**config.mk**
```make
export PLATFORM = sky130hd
export DESIGN_NAME = dd_adpcm_player
export DESIGN_NICKNAME = d
export VERILOG_FILES = /design/src/rtl/dd_adpcm_pkg.sv /design/src/rtl/dd_adpcm_dec.sv /design/src/rtl/dd_adpcm_player.sv
export SDC_FILE = /design/constraint.sdc
export NUM_CORES = 1
export LEC_CHECK = 0
export ABC_AREA = 0
export ABC_CLOCK_PERIOD_IN_PS = 17100
export CORE_ASPECT_RATIO = 0.6
export CORE_MARGIN = 10
export CORE_UTILIZATION = 49
export CTS_CLUSTER_SIZE = 10
export DETAILED_ROUTE_END_ITERATION = 10
export PLACE_DENSITY = 0.7
export SLEW_MARGIN = 20
export SYNTH_ARGS = -nofsm -noshare
export SYNTH_HDL_FRONTEND = slang
export SYNTH_HIERARCHICAL = 1
export SYNTH_SLANG_ARGS = --single-unit
```
**constraint.sdc**
```tcl
create_clock -name clk_i -period 17.1 [get_ports clk_i]
set_input_delay 5.13 -clock clk_i [delete_from_list [all_inputs] [get_ports clk_i]]
set_output_delay 5.13 -clock clk_i [all_outputs]
set_load 0.005 [all_outputs]
```
**src/rtl/dd_adpcm_pkg.sv**
```systemverilog
// Shared types and tables for the Double Dragon ADPCM voice.
// Contents:
//   state_e   player state (idle / playing)
//   PRESCALE  cen_oki pulses per output sample (375 kHz / 48 = 7.8125 kHz)
//   STEP      OKI ADPCM step-size table, indexed 0..48
//   ADJ       step-index adjustment per nibble magnitude n[2:0]
package dd_adpcm_pkg;

    typedef enum logic {StIdle, StPlay} state_e;

    localparam int unsigned PRESCALE = 48;

    localparam logic [10:0] STEP [49] = '{
        11'd16,   11'd17,   11'd19,   11'd21,   11'd23,   11'd25,   11'd28,   11'd31,
        11'd34,   11'd37,   11'd41,   11'd45,   11'd50,   11'd55,   11'd60,   11'd66,
        11'd73,   11'd80,   11'd88,   11'd97,   11'd107,  11'd118,  11'd130,  11'd143,
        11'd157,  11'd173,  11'd190,  11'd209,  11'd230,  11'd253,  11'd279,  11'd307,
        11'd337,  11'd371,  11'd408,  11'd449,  11'd494,  11'd544,  11'd598,  11'd658,
        11'd724,  11'd796,  11'd876,  11'd963,  11'd1060, 11'd1166, 11'd1282, 11'd1411,
        11'd1552
    };

    localparam logic signed [4:0] ADJ [8] = '{
        -5'sd1, -5'sd1, -5'sd1, -5'sd1, 5'sd2, 5'sd4, 5'sd6, 5'sd8
    };

endpackage

```
**src/rtl/dd_adpcm_dec.sv**
```systemverilog
// OKI 4-bit ADPCM nibble decoder (MSM5205 core).
// Ports:
//   clk_i   system clock
//   rst_i   synchronous active-high reset
//   en_i    decode nib_i this cycle
//   clr_i   clear signal and step index (wins over en_i)
//   nib_i   ADPCM nibble, bit 3 = sign
//   snd_o   registered signed 12-bit signal
module dd_adpcm_dec
    import dd_adpcm_pkg::*;
(
    input  logic               clk_i,
    input  logic               rst_i,
    input  logic               en_i,
    input  logic               clr_i,
    input  logic [3:0]         nib_i,
    output logic signed [11:0] snd_o
);

    logic signed [11:0] signal_q, signal_d;
    logic [5:0]         idx_q, idx_d;
    logic [12:0]        step_val, delta;
    logic signed [13:0] sig_ext, sum;
    logic signed [6:0]  idx_sum;
    logic signed [4:0]  adj;

    always_comb begin
        step_val = {2'b00, STEP[idx_q]};
        // Worst case 1552/8 + 1552 + 776 + 388 = 2910, fits 13 bits.
        delta = (step_val >> 3)
              + (nib_i[2] ? step_val        : 13'd0)
              + (nib_i[1] ? (step_val >> 1) : 13'd0)
              + (nib_i[0] ? (step_val >> 2) : 13'd0);
        sig_ext = {{2{signal_q[11]}}, signal_q};
        sum = nib_i[3] ? sig_ext - $signed({1'b0, delta}) : sig_ext + $signed({1'b0, delta});

        adj     = ADJ[nib_i[2:0]];
        idx_sum = $signed({1'b0, idx_q}) + $signed({{2{adj[4]}}, adj});

        signal_d = signal_q;
        idx_d    = idx_q;
        if (clr_i) begin
            signal_d = '0;
            idx_d    = '0;
        end else if (en_i) begin
            if (sum > 14'sd2047) begin
                signal_d = 12'sd2047;
            end else if (sum < -14'sd2048) begin
                signal_d = -12'sd2048;
            end else begin
                signal_d = sum[11:0];
            end
            if (idx_sum < 7'sd0) begin
                idx_d = 6'd0;
            end else if (idx_sum > 7'sd48) begin
                idx_d = 6'd48;
            end else begin
                idx_d = idx_sum[5:0];
            end
        end
    end

    always_ff @(posedge clk_i) begin
        if (rst_i) begin
            signal_q <= '0;
            idx_q    <= '0;
        end else begin
            signal_q <= signal_d;
            idx_q    <= idx_d;
        end
    end

    assign snd_o = signal_q;

endmodule

```
**src/rtl/dd_adpcm_player.sv**
```systemverilog
// One ADPCM voice of the Double Dragon sound board: CPU register file,
// sample ROM address counter, 375 kHz / 48 sample prescaler and decoder.
// Ports:
//   clk_i       system clock (24 MHz)
//   rst_i       synchronous active-high reset
//   cpu_cen_i   CPU bus-cycle enable qualifying writes
//   cen_oki_i   375 kHz enable, one clk wide
//   cpu_dout_i  CPU write data
//   cpu_ab_i    register select: 0 stop, 1 play, 2 start page, 3 end page
//   cs_i        write strobe
//   rom_addr_o  sample ROM byte address
//   rom_cs_o    ROM request, doubles as busy status
//   rom_data_i  ROM data
//   rom_ok_i    rom_data_i valid for rom_addr_o
//   snd_o       signed decoded sample
//   sample_o    one-clk pulse when snd_o updates
module dd_adpcm_player
    import dd_adpcm_pkg::*;
(
    input  logic               clk_i,
    input  logic               rst_i,
    input  logic               cpu_cen_i,
    input  logic               cen_oki_i,
    input  logic [7:0]         cpu_dout_i,
    input  logic [1:0]         cpu_ab_i,
    input  logic               cs_i,
    output logic [15:0]        rom_addr_o,
    output logic               rom_cs_o,
    input  logic [7:0]         rom_data_i,
    input  logic               rom_ok_i,
    output logic signed [11:0] snd_o,
    output logic               sample_o
);

    state_e      state_q, state_d;
    logic [15:0] pos_q, pos_d, end_q, end_d, pos_inc;
    logic        nib_hi_q, nib_hi_d;
    logic [7:0]  latch_q;
    logic [5:0]  presc_q, presc_d;
    logic        sample_q;
    logic        wr_en, tick, play_tick, dec_clr;
    logic [3:0]  nib;

    assign wr_en     = cs_i & cpu_cen_i;
    assign tick      = cen_oki_i && (presc_q == 6'(PRESCALE - 1));
    assign play_tick = tick && (state_q == StPlay);
    assign pos_inc   = pos_q + 16'd1;
    assign nib       = nib_hi_q ? latch_q[7:4] : latch_q[3:0];

    // Prescaler free-runs even when idle so the sample grid never shifts.
    always_comb begin
        presc_d = presc_q;
        if (cen_oki_i) begin
            presc_d = tick ? 6'd0 : presc_q + 6'd1;
        end
    end

    always_comb begin
        state_d  = state_q;
        pos_d    = pos_q;
        end_d    = end_q;
        nib_hi_d = nib_hi_q;
        dec_clr  = 1'b0;

        if (play_tick) begin
            nib_hi_d = ~nib_hi_q;
            if (!nib_hi_q) begin
                pos_d = pos_inc;
                if (pos_inc == end_q || pos_q == 16'hFFFF) begin
                    state_d = StIdle;
                    dec_clr = 1'b1;
                end
            end
        end

        // CPU writes take priority over the playback update of the same cycle.
        if (wr_en) begin
            unique case (cpu_ab_i)
                2'd0: begin
                    state_d = StIdle;
                    dec_clr = 1'b1;
                end
                2'd1: begin
                    state_d  = StPlay;
                    nib_hi_d = 1'b1;
                end
                2'd2: pos_d = {cpu_dout_i[6:0], 9'd0};
                2'd3: end_d = {cpu_dout_i[6:0], 9'd0};
                default: ;
            endcase
        end
    end

    always_ff @(posedge clk_i) begin
        if (rst_i) begin
            state_q  <= StIdle;
            pos_q    <= '0;
            end_q    <= '0;
            nib_hi_q <= 1'b1;
            latch_q  <= '0;
            presc_q  <= '0;
            sample_q <= 1'b0;
        end else begin
            state_q  <= state_d;
            pos_q    <= pos_d;
            end_q    <= end_d;
            nib_hi_q <= nib_hi_d;
            presc_q  <= presc_d;
            sample_q <= play_tick;
            if (rom_ok_i && state_q == StPlay) begin
                latch_q <= rom_data_i;
            end
        end
    end

    dd_adpcm_dec u_dec (
        .clk_i (clk_i),
        .rst_i (rst_i),
        .en_i  (play_tick),
        .clr_i (dec_clr),
        .nib_i (nib),
        .snd_o (snd_o)
    );

    assign rom_addr_o = pos_q;
    assign rom_cs_o   = (state_q == StPlay);
    assign sample_o   = sample_q;

endmodule

```
==> metrics.yaml <==
number_of_pins_exceeding_their_max_slew_limit_in_the_final_report: 0
synth_cells: 785
crit_required_ps: 17300
final.setup.worst_slack_ps: 8363
grt_setup_unrepaired: "false"
dp_hpwl_mm: 12.50
warnings_from_yosys: 6
synth.net_count: 875
timing.final.setup_violations: 0
critPathMaxStageDelay_ps: 690
critPathArrivalTime_ps: 8940
final_cell_area_um2: 6850
drt-pass1-iter-count: 5
status: "completed"
placement.setup.worst_slack_ps: 8539
synth.top_cells.by_count: "sky130_fd_sc_hd__nor2_1, sky130_fd_sc_hd__a21oi_1, sky130_fd_sc_hd__nand2_1, sky130_fd_sc_hd__dfxtp_1, sky130_fd_sc_hd__ha_1"
worstPathBufferInverterCount: 3
instances_no_fill: 982
edff_count_synth: 0
ys_async_sr_fraction_pct: 0
drt-wirelength-per-cell_um: 16.64
root_buffer: "sky130_fd_sc_hd__clkbuf_16"
number_of_stages_on_the_worst_hold_path: 2
critPathCapture: "u_dec/snd_o[3]"
crit_path_max_delay_family: "compound AO/OA/AOI/OAI gates"
numPortBuffers: 52
cts.path.max_buffers: 2
p_per_area_nw_per_um2: 48.28
dp_cells: 966
critical_path_depth: 29
track_usage_pct: 18.90
post_route_cells_drive_above_1_share_pct: 6.242
layout.nets: 902
cts_tree: "built"
grt_first_pass_wirelength_mm: 27.52
reg2reg_setup_slack_ps: 8360
final.min_clock_period_ps: 8737
timing.reg2reg.worst_path_depth: 29
die-width_um: 162.9
worstMarginPinSlew_ps: 804.9
clock-skew-final_ps: 4.811
die_area_um2: 17220
critical_path.slowest_cell: "sky130_fd_sc_hd__dfxtp_1"
max_slew_margin_pct: 45.88
yosys_top_cell_area_share_pct: 19.34
register_area_share_after_synthesis_pct: 19.34
vias: 5834
cts_inserted_buffers: 9
post-cts-setup-buffer-count: 0
timing.fmax_mhz: 114.5
largest_net_degree_at_the_start_of_global_routing: 39
cellLeakagePower_nw: 2.640
worst-setup-path-type: "flip-flop to flip-flop"
setup.worst_path.start_class: "flip-flop"
hp-class: "flip-flop to flip-flop"
post_cts_resize_count: 0
worst_r2r_startpoint: "u_dec/idx_q[1]"
synthMostInstantiatedCell: "sky130_fd_sc_hd__nor2_1"
initial_utilization_pct: 49.93
worst_ir_drop_vdd_mv: 0.04012
synthFlopType: "sky130_fd_sc_hd__dfxtp_1"
totalPowerFinal_w: 0.0003307
placement_rows: 31
post_synth.cell_area_avg_um2: 7.647
design.core.area_um2: 12020
routed_wirelength_mm: 16.34
synthDominantAreaCellType: "sky130_fd_sc_hd__dfxtp_1"
worstSkewPairLatency_ps: 330
areaGrowthSynthToFinish_pct: 14.11
drt_iter0_markers: 534
ctsHtreeMaxLevel: 3
gp_congestion: 0.9104
final.setup.tns_ps: 0
remaining_drc_errors: 0
ys_ff_latch: 58
vias_per_cell: 5.941
mappedNetlistArea_um2: 6003
grt_overflow: 0
count_of_final_hold_check_violations: 0
post_cts_hold_buffer_count: 0
crit_fanout: 13
r2r-end: "u_dec/snd_o[3]"
netlist_top_cells_area: "sky130_fd_sc_hd__dfxtp_1, sky130_fd_sc_hd__ha_1, sky130_fd_sc_hd__a21oi_1, sky130_fd_sc_hd__fa_1, sky130_fd_sc_hd__xnor2_1"
design.portCount: 54
clkSinkCount: 58
antenna_left: 0
antenna_violations_before_repair: 0
layout.filler_cells: 1091
die_height_um: 105.7
timing.max_cap.violations: 0
placedInstanceArea_um2: 6570
critPathMostFrequentCell: "sky130_fd_sc_hd__nor2_1"
kind_of_end_point_of_the_critical_path: "flip-flop"
worst_setup_hold_path_clk_slew_ps: 60
synth.lib_cells_used.distinct: 74
first_global_vias: 5541
antenna_cells_inserted: 0
layout_worst_path_cycle_share_pct: 51.10
cp-startpoint: "u_dec/idx_q[1]"
[flip-flops by register name, indices dropped and copies added, names as in the netlist]
| register | cells |
|---|---|
| end_q | 7 |
| latch_q | 8 |
| nib_hi_q | 1 |
| presc_q | 6 |
| rom_addr_o | 16 |
| rom_cs_o | 1 |
| sample_o | 1 |
| u_dec/idx_q | 6 |
| u_dec/snd_o | 12 |
[placed cells by master (no fill, tap or decap), types with 6 or more instances in the layout]
cell	n
sky130_fd_sc_hd__ha_1	47
sky130_fd_sc_hd__fa_1	19
sky130_fd_sc_hd__nor2b_1	10
sky130_fd_sc_hd__or3_1	6
sky130_fd_sc_hd__nand2b_1	12
sky130_fd_sc_hd__a21oi_1	80
sky130_fd_sc_hd__clkbuf_16	9
sky130_fd_sc_hd__nand4_1	9
sky130_fd_sc_hd__o21ai_1	9
sky130_fd_sc_hd__clkdlybuf4s50_1	52
sky130_fd_sc_hd__xor2_1	21
sky130_fd_sc_hd__nand3_1	25
sky130_fd_sc_hd__xnor2_1	37
sky130_fd_sc_hd__a211oi_1	13
sky130_fd_sc_hd__o211ai_1	6
sky130_fd_sc_hd__mux2i_1	6
sky130_fd_sc_hd__a21o_1	9
sky130_fd_sc_hd__a31oi_1	7
sky130_fd_sc_hd__o21ai_0	31
sky130_fd_sc_hd__dfxtp_1	58
sky130_fd_sc_hd__or2_2	7
sky130_fd_sc_hd__nand2_1	74
sky130_fd_sc_hd__nor2_1	82
sky130_fd_sc_hd__and2_1	12
sky130_fd_sc_hd__o31ai_1	6
sky130_fd_sc_hd__nor3_1	23
sky130_fd_sc_hd__inv_1	43
[tightest hold or removal path: stages, from the launching register on]
cell and delay (ps):
sky130_fd_sc_hd__dfxtp_1 300, sky130_fd_sc_hd__nand2_1 50, sky130_fd_sc_hd__a21oi_1 50
[cell type report]
cell class,instances,area [um2],area share (%)
repair buffers,56,550.5,8.037
inverters,43,161.4,2.356
well taps,165,206.4,3.014
flip-flops and latches,58,1161,16.95
clock buffers,10,239.0,3.489
clock inverters,6,41.29,0.6027
multi-input cells,644,4491,65.55
[layer usage]
layer	global-route usage (%)	up-vias	part of all wire, %
met5	0	-	0
met4	4.744	0	0.92
met3	4.507	15	9.9
met2	27.43	275	41
met1	27.26	2709	48
li1	-	2835	-
[power breakdown]
part	internal, W	total, W	leakage (nW)	switching (W)
combinational	0.0000108	0.0000218	2.04	0.0000110
clock	0.000102	0.000170	0.131	0.0000678
sequential	0.000137	0.000139	0.468	0.00000251
total	0.000249	0.000331	2.64	0.0000813
[per-stage QoR]
stage	hold slack, ps	util, %
CTS	454.7	56.97
floorplan	432.9	-
global placement	442.2	54.64
global route	475.3	56.97
detailed placement	447.6	54.64
finish	455.0	56.97
[how the worst min path moves through the flow]
stage                          start         end
after global routing      latch_q[2]  latch_q[2]
after detailed placement  latch_q[2]  latch_q[2]
after CTS                 latch_q[2]  latch_q[2]
after global placement    latch_q[6]  latch_q[6]
after floorplan           latch_q[4]  latch_q[4]
final                     latch_q[2]  latch_q[2]
[cell families (layout without fill, tap and decap cells)]
kind of cell,count (synthesis),after routing,synth area share (%)
and+or+nand+nor,299,299,25.16
AOI/OAI and AO/OA,206,206,21.95
buffers and inverters,83,115,5.856
adders and majority gates,66,66,16.13
xor gates and xnor gates,59,59,8.879
DFF,58,58,19.34
muxes,14,14,2.689
(Power assumes the default switching activity.)
